--- src/rtl/actividad03_verificador_if.sv ---
// Stimulus, observation and status bundle between the actividad03 checker
// and the gate block it exercises.
interface actividad03_verificador_if #(
   parameter int ERR_W = 3
);
   logic             iniciar;
   logic             entrada1;
   logic             entrada2;
   logic             salidaand;
   logic             salidaor;
   logic             salidaxor;
   logic             salidanot;
   logic             salidanand;
   logic             salidayes;
   logic             salidanor;
   logic             salidaxnor;
   logic             ocupado;
   logic             terminado;
   logic             paso;
   logic [ERR_W-1:0] errores;
   logic [1:0]       vector_fallo;
   logic [7:0]       mascara_fallo;

   modport master (
      input  iniciar,
      input  salidaand, salidaor, salidaxor, salidanot,
      input  salidanand, salidayes, salidanor, salidaxnor,
      output entrada1, entrada2,
      output ocupado, terminado, paso,
      output errores, vector_fallo, mascara_fallo
   );

   modport slave (
      output iniciar,
      output salidaand, salidaor, salidaxor, salidanot,
      output salidanand, salidayes, salidanor, salidaxnor,
      input  entrada1, entrada2,
      input  ocupado, terminado, paso,
      input  errores, vector_fallo, mascara_fallo
   );
endinterface

--- src/rtl/actividad03_verificador.sv ---
// On-board self-test for the actividad03 gate block: walks the four input
// vectors, compares the eight gate outputs and reports pass/fail.
module actividad03_verificador #(
   parameter int SETTLE_CYCLES = 4,
   parameter int ERR_W         = 3
) (
   input  logic                        clk,
   input  logic                        rst,
   actividad03_verificador_if.master   bus
);

   localparam int                CNT_W   = (SETTLE_CYCLES > 1) ? $clog2(SETTLE_CYCLES) : 1;
   localparam logic [CNT_W-1:0]  CNT_FIN = CNT_W'(SETTLE_CYCLES - 1);
   localparam logic [ERR_W-1:0]  ERR_MAX = '1;

   typedef enum logic [1:0] {IDLE, ESPERA, COMPARAR, FIN} estado_t;

   estado_t          estado;
   estado_t          estado_sig;
   logic [CNT_W-1:0] cnt;
   logic [1:0]       idx;
   logic [7:0]       obs_p0;
   logic [7:0]       mism;
   logic             arranque;
   logic             muestrear;
   logic             comparar;
   logic             avanzar;
   logic             cerrar;

   // Bit order: [7]and [6]or [5]xor [4]not [3]nand [2]yes [1]nor [0]xnor
   function automatic logic [7:0] esperado(input logic a, input logic b);
      return {a & b, a | b, a ^ b, ~a, ~(a & b), a, ~(a | b), ~(a ^ b)};
   endfunction

   function automatic logic [ERR_W-1:0] sumar_sat(input logic [ERR_W-1:0] v);
      return (v == ERR_MAX) ? v : v + ERR_W'(1);
   endfunction

   always_ff @(posedge clk or posedge rst) begin
      if (rst) estado <= IDLE;
      else     estado <= estado_sig;
   end

   always_comb begin
      estado_sig = estado;
      unique case (estado)
         IDLE:     if (bus.iniciar) estado_sig = ESPERA;
         ESPERA:   if (cnt == CNT_FIN) estado_sig = COMPARAR;
         COMPARAR: estado_sig = (idx == 2'd3) ? FIN : ESPERA;
         FIN:      estado_sig = IDLE;
         default:  estado_sig = IDLE;
      endcase
   end

   always_comb begin
      arranque  = (estado == IDLE) && bus.iniciar;
      muestrear = (estado == ESPERA) && (cnt == CNT_FIN);
      comparar  = (estado == COMPARAR);
      avanzar   = comparar && (idx != 2'd3);
      cerrar    = (estado == FIN);
   end

   // Stage p0: DUV outputs captured at the end of the settle window
   always_ff @(posedge clk) begin
      if (muestrear)
         obs_p0 <= {bus.salidaand, bus.salidaor, bus.salidaxor, bus.salidanot,
                    bus.salidanand, bus.salidayes, bus.salidanor, bus.salidaxnor};
   end

   assign mism = obs_p0 ^ esperado(idx[1], idx[0]);

   always_ff @(posedge clk or posedge rst) begin
      if (rst) begin
         cnt <= '0;
         idx <= '0;
      end else if (arranque) begin
         cnt <= '0;
         idx <= '0;
      end else if (avanzar) begin
         cnt <= '0;
         idx <= idx + 2'd1;
      end else if (estado == ESPERA) begin
         cnt <= cnt + CNT_W'(1);
      end
   end

   // errores never returns to zero within a run, so it doubles as the first-failure flag
   always_ff @(posedge clk or posedge rst) begin
      if (rst) begin
         bus.entrada1      <= 1'b0;
         bus.entrada2      <= 1'b0;
         bus.ocupado       <= 1'b0;
         bus.terminado     <= 1'b0;
         bus.paso          <= 1'b0;
         bus.errores       <= '0;
         bus.vector_fallo  <= '0;
         bus.mascara_fallo <= '0;
      end else if (arranque) begin
         bus.entrada1      <= 1'b0;
         bus.entrada2      <= 1'b0;
         bus.ocupado       <= 1'b1;
         bus.terminado     <= 1'b0;
         bus.paso          <= 1'b0;
         bus.errores       <= '0;
         bus.vector_fallo  <= '0;
         bus.mascara_fallo <= '0;
      end else if (comparar) begin
         if (mism != 8'd0) begin
            bus.errores <= sumar_sat(bus.errores);
            if (bus.errores == '0) begin
               bus.vector_fallo  <= idx;
               bus.mascara_fallo <= mism;
            end
         end
         if (avanzar)
            {bus.entrada1, bus.entrada2} <= idx + 2'd1;
      end else if (cerrar) begin
         bus.terminado <= 1'b1;
         bus.paso      <= (bus.errores == '0);
         bus.ocupado   <= 1'b0;
      end
   end

endmodule

--- src/flat_wrapper.sv ---
// flat-port wrapper written by rule: the top's interface ports become plain ports
module actividad03_verificador_flat 
#(
   parameter int SETTLE_CYCLES = 4,
   parameter int ERR_W         = 3
)
  (clk, rst, bus_iniciar, bus_salidaand, bus_salidaor, bus_salidaxor, bus_salidanot, bus_salidanand, bus_salidayes, bus_salidanor, bus_salidaxnor, bus_entrada1, bus_entrada2, bus_ocupado, bus_terminado, bus_paso, bus_errores, bus_vector_fallo, bus_mascara_fallo);
  actividad03_verificador_if #(.ERR_W(ERR_W)) bus_i ();
  input  logic clk;
  input  logic rst;
  input wire logic [$bits(bus_i.iniciar)-1:0] bus_iniciar;
  input wire logic [$bits(bus_i.salidaand)-1:0] bus_salidaand;
  input wire logic [$bits(bus_i.salidaor)-1:0] bus_salidaor;
  input wire logic [$bits(bus_i.salidaxor)-1:0] bus_salidaxor;
  input wire logic [$bits(bus_i.salidanot)-1:0] bus_salidanot;
  input wire logic [$bits(bus_i.salidanand)-1:0] bus_salidanand;
  input wire logic [$bits(bus_i.salidayes)-1:0] bus_salidayes;
  input wire logic [$bits(bus_i.salidanor)-1:0] bus_salidanor;
  input wire logic [$bits(bus_i.salidaxnor)-1:0] bus_salidaxnor;
  output wire logic [$bits(bus_i.entrada1)-1:0] bus_entrada1;
  output wire logic [$bits(bus_i.entrada2)-1:0] bus_entrada2;
  output wire logic [$bits(bus_i.ocupado)-1:0] bus_ocupado;
  output wire logic [$bits(bus_i.terminado)-1:0] bus_terminado;
  output wire logic [$bits(bus_i.paso)-1:0] bus_paso;
  output wire logic [$bits(bus_i.errores)-1:0] bus_errores;
  output wire logic [$bits(bus_i.vector_fallo)-1:0] bus_vector_fallo;
  output wire logic [$bits(bus_i.mascara_fallo)-1:0] bus_mascara_fallo;
  assign bus_i.iniciar = bus_iniciar;
  assign bus_i.salidaand = bus_salidaand;
  assign bus_i.salidaor = bus_salidaor;
  assign bus_i.salidaxor = bus_salidaxor;
  assign bus_i.salidanot = bus_salidanot;
  assign bus_i.salidanand = bus_salidanand;
  assign bus_i.salidayes = bus_salidayes;
  assign bus_i.salidanor = bus_salidanor;
  assign bus_i.salidaxnor = bus_salidaxnor;
  assign bus_entrada1 = bus_i.entrada1;
  assign bus_entrada2 = bus_i.entrada2;
  assign bus_ocupado = bus_i.ocupado;
  assign bus_terminado = bus_i.terminado;
  assign bus_paso = bus_i.paso;
  assign bus_errores = bus_i.errores;
  assign bus_vector_fallo = bus_i.vector_fallo;
  assign bus_mascara_fallo = bus_i.mascara_fallo;
  actividad03_verificador #(.SETTLE_CYCLES(SETTLE_CYCLES), .ERR_W(ERR_W)) u_core (.clk(clk), .rst(rst), .bus(bus_i));
endmodule
--- config.mk ---
export PLATFORM = sky130hd
export DESIGN_NAME = actividad03_verificador_flat
export DESIGN_NICKNAME = d
export VERILOG_FILES = /design/src/rtl/actividad03_verificador_if.sv /design/src/rtl/actividad03_verificador.sv /design/src/flat_wrapper.sv
export SDC_FILE = /design/constraint.sdc
export NUM_CORES = 1
export LEC_CHECK = 0
export CELL_PAD_IN_SITES_DETAIL_PLACEMENT = 0
export CELL_PAD_IN_SITES_GLOBAL_PLACEMENT = 2
export CORE_ASPECT_RATIO = 0.8
export CORE_UTILIZATION = 43
export DETAILED_ROUTE_END_ITERATION = 6
export DONT_BUFFER_PORTS = 1
export PLACE_DENSITY_LB_ADDON = 0.1
export SLEW_MARGIN = 10
export SYNTH_ARGS = -nofsm -noshare
export SYNTH_HDL_FRONTEND = slang
export SYNTH_SLANG_ARGS = --single-unit
--- constraint.sdc ---
create_clock -name clk -period 4.04 [get_ports clk]
set_input_delay 0.404 -clock clk [delete_from_list [all_inputs] [get_ports clk]]
set_output_delay 0.404 -clock clk [all_outputs]
set_load 0.05 [all_outputs]
==> qor.log, run 1 <==
qor: outcome.status finished, final reports clean
qor: drt.route.detailed.drc 0
qor: sta.worst_slew_pin_slew 920 ps
qor: finish.mostFrequentLayoutCell sky130_fd_sc_hd__dfrtp_1
qor: clocking.cts_hold_buf 0
qor: finish.highest_count_cells_in_the_layout_ignoring_fill_and_taps sky130_fd_sc_hd__dfrtp_1, sky130_fd_sc_hd__nand2_1, sky130_fd_sc_hd__mux2i_1, sky130_fd_sc_hd__edfxtp_1
qor: finish.design_area 0.00164 sq mm
qor: worst_setup_path.worstSetupPathType reg -> reg
qor: clocking.post_cts_resized 0
qor: worst_hold_path.worstHoldPathType in -> async
qor: worst_setup_path.cp-end-kind flip-flop
qor: clocking.clock_sinks 32
qor: finish.post_route_cells_drive_above_1_share 0.0992
qor: synthesis.post-synth-top-area-cell sky130_fd_sc_hd__dfrtp_1
qor: clocking.tritoncts built
qor: synthesis.yosysUniqueCellTypes 28
qor: drt.detailroute.via_count 910
qor: sta.final.setup_skew 6.85 ps
qor: synthesis.syn-cell-area 0.00154 sq mm
qor: global_routing.number_of_global_route_vias_before_repair 897
qor: worst_setup_path.critPathLaunch u_core.idx[1]
qor: worst_setup_path.setup.worst_path.start_class flip-flop
qor: die.die_w 68.9 microns
qor: sta.setup-tns-final 0 ps
qor: place.buffer_ports.inserted 0
qor: worst_setup_path.worst-path-stages 6
qor: drt.route.detailed.wl_per_inst 15.9 microns
qor: drt.met2_length 1180 microns
qor: clocking.post-cts-setup-buffers 0
qor: die.chipHeight 55.5 microns
qor: place.post-dp-hpwl 1960 microns
qor: synthesis.yosysSeqAreaShare 0.546
qor: flow_run.maxCapViolCount 0
qor: finish.area.growth.synth_to_final 6.17%
qor: synthesis.ys_seq_elements 32
qor: global_routing.antenna_found_initial 0
qor: power_and_ir_drop.power-per-cell-area 772 mW/mm^2
qor: global_routing.grt_start_max_net_pins 25
qor: power_and_ir_drop.total_power 1260 uW
qor: die.floorplan.initialDensity 0.450
qor: die.die_area 0.00383 sq mm
qor: power_and_ir_drop.leakagePower 0.000843 uW
qor: clocking.max-clock-path-buffers 2
qor: global_routing.grt-ovfl-total 0
qor: sta.final_cycle_utilization_of_the_critical_path 0.572
qor: clocking.cts_root_buf sky130_fd_sc_hd__clkbuf_8
qor: drt.postRouteWirelength 2760 microns
qor: drt.via_per_inst 5.26
qor: synthesis.count_of_synthesis_stage_warnings_from_yosys 0
qor: sta.post-route-min-period 2310 ps
qor: finish.insertedDiodeCount 0
qor: clocking.cts-buffers-inserted 5
qor: sta.finalHoldViolCount 0
qor: sta.rsz0062_at_grt no
qor: worst_setup_path.timing.reg2reg.setup_slack 1730 ps
qor: worst_setup_path.timing.critical_path.buf_inv 1
qor: power_and_ir_drop.vdd_drop_max 382 uV
qor: worst_setup_path.worstPathArrival 2510 ps
qor: die.placeableCoreArea 0.00342 sq mm
qor: worst_setup_path.reg2regPathDepth 6
qor: drt.highest-signal-layer met4
qor: die.boundaryPins 29
qor: synthesis.syn_area_per_cell 12.0 sq um
qor: drt.dr.first_iter.drc_count 50
qor: sta.slew_headroom 0.386
qor: worst_setup_path.slowest_stage sky130_fd_sc_hd__o211ai_2
qor: synthesis.mappedNetlistNets 145
qor: clocking.clock_latency 280 ps
qor: worst_setup_path.critical_path.cell_chain inv_1 -> ha_1 -> nor3b_1 -> o22ai_2 -> o211ai_2 -> mux2i_1
qor: clocking.cts.reportedPaths.clkPinSlew 70 ps
qor: finish.finish.cell_count_without_fillers 173
qor: drt.detail_route.wirelength.met1 1360 microns
qor: synthesis.netlist.area_leader.share 0.390
qor: worst_setup_path.timing.critical_path.max_delay_family compound AO/OA/AOI/OAI gates
qor: place.place.gp.congestion 0.752
qor: drt.postRouteAntennaNets 0
qor: worst_setup_path.critical_path.endpoint u_core.bus.mascara_fallo[2]
qor: sta.timing.final.max_slew_violations 0
qor: synthesis.post_synth_main_area_contributors sky130_fd_sc_hd__dfrtp_1, sky130_fd_sc_hd__edfxtp_1, sky130_fd_sc_hd__mux2i_1, sky130_fd_sc_hd__ha_1, sky130_fd_sc_hd__nand2_1
qor: worst_setup_path.worst_ep_required_time 4240 ps
qor: sta.setup_viol 0
qor: worst_setup_path.largest_stage_delay_on_the_critical_path 630 ps
qor: global_routing.grtUsageTotal 0.171
qor: worst_setup_path.r2r-end u_core.bus.mascara_fallo[2]
qor: clocking.cts_htree_levels 2
qor: sta.max_freq 432 MHz
qor: finish.utilization 0.478
qor: global_routing.global_route_wire_length_before_repair 4520 microns
qor: synthesis.synthCells 128
qor: worst_setup_path.critical_path_peak_fanout 10
qor: place.placement.cell_area 0.00156 sq mm
qor: drt.wl_met3 170 microns
qor: worst_setup_path.critical_path.reg2reg.startpoint u_core.idx[1]
qor: place.post-place-cells 165
qor: die.num_rows 19
qor: drt.drtPass1Iterations 4
qor: finish.final_net_count 147
logic make-up after synthesis:
group                      count (synthesis)  share of synthesized area
buffers and inverters                     10                     0.0366
AOI/OAI and AO/OA                         15                     0.0853
xor gates and xnor gates                   9                     0.0512
and+or+nand+nor                           42                      0.141
adders and majority gates                  6                     0.0487
DFF                                       32                      0.546
muxes                                     14                     0.0918
Yosys cell counts:
| master | count |
|---|---|
| sky130_fd_sc_hd__and3b_1 | 5 |
| sky130_fd_sc_hd__a21o_1 | 4 |
| sky130_fd_sc_hd__o22ai_2 | 2 |
| sky130_fd_sc_hd__nor2b_1 | 2 |
| sky130_fd_sc_hd__a21oi_1 | 2 |
| sky130_fd_sc_hd__mux2_2 | 1 |
| sky130_fd_sc_hd__buf_2 | 3 |
| sky130_fd_sc_hd__and2_1 | 1 |
| sky130_fd_sc_hd__inv_1 | 5 |
| sky130_fd_sc_hd__a22o_1 | 2 |
| sky130_fd_sc_hd__dfrtp_1 | 24 |
| sky130_fd_sc_hd__nand3_1 | 1 |
| sky130_fd_sc_hd__nor2_1 | 6 |
| sky130_fd_sc_hd__edfxtp_1 | 8 |
| sky130_fd_sc_hd__o211ai_2 | 1 |
| sky130_fd_sc_hd__a22o_2 | 2 |
| sky130_fd_sc_hd__nor3_1 | 2 |
| sky130_fd_sc_hd__nand2b_1 | 1 |
| sky130_fd_sc_hd__o21a_1 | 1 |
| sky130_fd_sc_hd__ha_1 | 6 |
| sky130_fd_sc_hd__mux2i_1 | 13 |
| sky130_fd_sc_hd__xnor2_1 | 5 |
| sky130_fd_sc_hd__xor2_1 | 4 |
| sky130_fd_sc_hd__buf_6 | 2 |
| sky130_fd_sc_hd__nand2_1 | 20 |
| sky130_fd_sc_hd__nor3b_1 | 3 |
| sky130_fd_sc_hd__nor3b_2 | 1 |
| sky130_fd_sc_hd__o21ai_2 | 1 |
layout make-up:
type | instances | area (sq um)
fill | 330 | 1790
clock buffer | 8 | 80.1
inverter | 5 | 18.8
sequential | 32 | 841
tap | 42 | 52.6
multi-input combinational | 86 | 643
through the flow:
| step | worst slack [ps] | hold WS (ps) |
|---|---|---|
| final | 1730 | 209 |
| after global routing | 1530 | 192 |
| after CTS | 1710 | 205 |
| after detailed placement | 1740 | 503 |
| after global placement | 1810 | 503 |
| after floorplan | 2250 | 419 |
power by group:
| part | switching (uW) | internal, uW | total, uW |
|---|---|---|---|
| registers | 277 | 429 | 706 |
| clock network | 111 | 122 | 233 |
| logic | 166 | 157 | 323 |
| total | 554 | 708 | 1260 |
flip-flops by register name, indices dropped and copies added (netlist names):
| register | count |
|---|---|
| u_core.idx | 2 |
| u_core.bus.mascara_fallo | 8 |
| u_core.obs_p0 | 8 |
| u_core.bus.ocupado | 1 |
| u_core.cnt | 2 |
| u_core.bus.entrada2 | 1 |
| u_core.bus.errores | 3 |
| u_core.bus.paso | 1 |
| u_core.bus.entrada1 | 1 |
| u_core.bus.vector_fallo | 2 |
| u_core.estado | 2 |
| u_core.bus.terminado | 1 |
per-layer routing:
layer | global-route usage | vias to the layer above
met2 | 0.225 | 22
met1 | 0.240 | 436
met3 | 0.0806 | 7
met4 | 0.0700 | 0
met5 | 0 | -
li1 | - | 445
worst min path at each step:
stage                        startpoint               endpoint  slack (ps)
after detailed placement   bus_salidaor       u_core.obs_p0[6]         500
after CTS                 bus_salidaand       u_core.obs_p0[7]         210
after floorplan                     rst    u_core.bus.entrada1         420
final                               rst  u_core.bus.errores[0]         210
after global placement    bus_salidanot       u_core.obs_p0[4]         500
after global routing       bus_salidaor       u_core.obs_p0[6]         190
No activity file was read; power rests on OpenSTA's default activity.
==> inputs of run 2 (changes only) <==
Settings changed: CORE_UTILIZATION 43 to 40.
Clock period 4.04 ns to 2.2 ns, I/O delays scaled along.
==> run 2 against run 1 <==
- the flow now finishes with violations (design-rule violations)
- sequential power increased by 76%
- die area rose by 7.2%
- count of clock-buffer cells in the layout down 1
- hold slack worse by 180 ps
- register-to-register slack lost 1500 ps
- largest cell class unchanged
- clock skew shrank 3.4 ps
- global-route usage decreased by 0.65 points
- via count is 1.9% higher
- flip-flop and latch count is the same
- critical path depth is 1 higher
==> qor.log, run 2 (synthesis gave the netlist of run 1 again) <==
qor: outcome.status finished, violations left
qor: outcome.failed_checks design-rule violations
qor: sta.worst_slew_pin_slew 559 ps [-361 ps]
qor: worst_setup_path.reg2regPathDepth 7 [+1]
qor: die.floorplan.initialDensity 0.435 [-0.0151]
qor: drt.detailroute.via_count 927 [+1.9%]
qor: worst_setup_path.worstSetupPathType reg -> reg
qor: drt.route.detailed.wl_per_inst 16.0 microns [+0.29%]
qor: die.placeableCoreArea 0.00354 sq mm [+3.5%]
qor: drt.dr.first_iter.drc_count 26 [-48%]
qor: global_routing.grtUsageTotal 0.165 [-0.00646]
qor: global_routing.number_of_global_route_vias_before_repair 994 [+11%]
qor: worst_setup_path.setup.worst_path.start_class flip-flop
qor: die.num_rows 19 [unchanged]
qor: die.die_area 0.00410 sq mm [+7.2%]
qor: clocking.cts_htree_levels 2 [unchanged]
qor: drt.postRouteWirelength 2860 microns [+3.8%]
qor: power_and_ir_drop.leakagePower 0.000872 uW [+3.5%]
qor: global_routing.global_route_wire_length_before_repair 4800 microns [+6.3%]
qor: clocking.cts-buffers-inserted 5 [unchanged]
qor: sta.timing.final.max_slew_violations 0 [unchanged]
qor: worst_setup_path.worstPathArrival 2160 ps [-350 ps]
qor: place.post-dp-hpwl 2090 microns [+6.5%]
qor: finish.highest_count_cells_in_the_layout_ignoring_fill_and_taps sky130_fd_sc_hd__dfrtp_1, sky130_fd_sc_hd__nand2_1, sky130_fd_sc_hd__mux2i_1, sky130_fd_sc_hd__edfxtp_1
qor: die.boundaryPins 29 [unchanged]
qor: drt.via_per_inst 5.18 [-1.5%]
qor: global_routing.grt_start_max_net_pins 25 [unchanged]
qor: worst_setup_path.worst_ep_required_time 2400 ps [-1840 ps]
qor: finish.insertedDiodeCount 0 [unchanged]
qor: place.buffer_ports.inserted 0 [unchanged]
qor: sta.rsz0062_at_grt no
qor: clocking.post-cts-setup-buffers 0 [unchanged]
qor: worst_hold_path.timing.hold.worst.start bus_salidaand
qor: power_and_ir_drop.power-per-cell-area 1410 mW/mm^2 [+82%]
qor: sta.finalHoldViolCount 0 [unchanged]
qor: drt.drtPass1Iterations 6 [+2]
qor: worst_setup_path.critical_path_peak_fanout 10 [unchanged]
qor: power_and_ir_drop.vdd_drop_max 675 uV [+77%]
qor: sta.max_freq 509 MHz [+18%]
qor: clocking.tritoncts built
qor: drt.postRouteAntennaNets 0 [unchanged]
qor: finish.mostFrequentLayoutCell sky130_fd_sc_hd__dfrtp_1
qor: finish.reg_top3 u_core.bus.mascara_fallo x8, u_core.obs_p0 x8, u_core.bus.errores x3
qor: clocking.cts.reportedPaths.clkPinSlew 60 ps [about the same]
qor: worst_hold_path.worstHoldPathType in -> reg
qor: sta.final_cycle_utilization_of_the_critical_path 0.892 [+0.320]
qor: worst_setup_path.r2r-end u_core.bus.vector_fallo[1]
qor: global_routing.antenna_found_initial 0 [unchanged]
qor: global_routing.grt-ovfl-total 0 [unchanged]
qor: clocking.clock_latency 280 ps [about the same]
qor: sta.setup_viol 0 [unchanged]
qor: worst_setup_path.cp-end-kind flip-flop
qor: place.place.gp.congestion 0.691 [-8.1%]
qor: flow_run.maxCapViolCount 0 [unchanged]
qor: sta.setup-tns-final 0 ps [unchanged]
qor: clocking.cts_root_buf sky130_fd_sc_hd__clkbuf_8
qor: die.die_w 71.4 microns [+3.6%]
qor: worst_setup_path.timing.reg2reg.setup_slack 240 ps [-1490 ps]
qor: worst_setup_path.critical_path.reg2reg.startpoint u_core.idx[1]
qor: die.chipHeight 57.5 microns [+3.5%]
qor: finish.utilization 0.475 [-0.00261]
qor: finish.final_net_count 153 [+4.1%]
qor: clocking.max-clock-path-buffers 2 [unchanged]
qor: finish.area.growth.synth_to_final 9.26%
qor: sta.final.setup_skew 3.48 ps [-3.37 ps]
qor: worst_hold_path.whs_path_depth 0
qor: sta.slew_headroom 0.626 [+0.241]
qor: sta.post-route-min-period 1960 ps [-350 ps]
qor: drt.route.detailed.drc 1 [+1]
qor: clocking.clock_sinks 32 [unchanged]
qor: finish.final.fill_count 347 [+5.2%]
qor: finish.post_route_cells_drive_above_1_share 0.131 [+0.0322]
qor: worst_hold_path.min_delay_worst_endpoint u_core.obs_p0[7]
==> run 2: worst max path at each step <==
stage             startpoint                          end  slack, ps  cells after the start
4_1_cts        u_core.idx[1]   u_core.bus.vector_fallo[1]        220                      7
2_1_floorplan  u_core.idx[1]  u_core.bus.mascara_fallo[0]        410                      7
6_report       u_core.idx[1]   u_core.bus.vector_fallo[1]        240                      7
5_1_grt        u_core.idx[1]   u_core.bus.vector_fallo[1]         90                      7
3_3_place_gp   u_core.idx[0]   u_core.bus.vector_fallo[1]        310                      7
3_5_place_dp   u_core.idx[1]   u_core.bus.vector_fallo[1]        250                      7
==> run 2: timing repair <==
| item | in CTS | in global routing |
|---|---|---|
| hold buffers | 1 | 0 |
| setup endpoints to repair | 0 | 0 |
| hold endpoints to repair | 24 | 0 |
| gates resized for setup | 0 | 0 |
==> run 2: where the power goes <==
group / switching [uW] / leakage [uW] / internal, uW / total, uW
registers: 451 / 0.000390 / 789 / 1240
logic: 381 / 0.000443 / 320 / 701
clock network: 207 / 0.0000399 / 220 / 426
total: 1040 / 0.000872 / 1330 / 2370
==> run 2: critical path: stages, from the launching register on <==
cell	delay [ps]
sky130_fd_sc_hd__dfrtp_1	400
sky130_fd_sc_hd__inv_1	80
sky130_fd_sc_hd__ha_1	370
sky130_fd_sc_hd__nor3b_1	260
sky130_fd_sc_hd__o22ai_2	140
sky130_fd_sc_hd__o211ai_2	170
sky130_fd_sc_hd__buf_4	230
sky130_fd_sc_hd__mux2i_1	230
==> run 2: per-layer routing <==
metal | vias up | track usage | wire, microns
li1 | 456 | - | -
met1 | 445 | 0.207 | 1330
met4 | 0 | 0.0686 | 22
met3 | 2 | 0.0707 | 193
met5 | - | 0 | 0
met2 | 24 | 0.250 | 1310
==> run 2: area by class of cell <==
class	instances	area (sq um)	area share
clock inverter	1	3.75	0.00223
multi-input combinational	86	643	0.382
sequential	32	841	0.500
inverter	5	18.8	0.0112
clock buffer	7	76.3	0.0454
timing repair buffer	6	47.5	0.0283
tap	42	52.6	0.0312
==> run 2: metrics by stage <==
step | instance area, sq um | power (uW) | hold slack, ps | worst slack, ps | instances
after floorplan | 1540 | 1780 | 235 | 408 | 128
after global placement | 1590 | 1930 | 181 | 313 | 170
after detailed placement | 1590 | 1960 | 183 | 250 | 170
after CTS | 1680 | 2390 | 21.7 | 224 | 179
after global routing | 1680 | 2530 | 7.75 | 87.3 | 179
final | 1680 | 2370 | 28.1 | 237 | 179
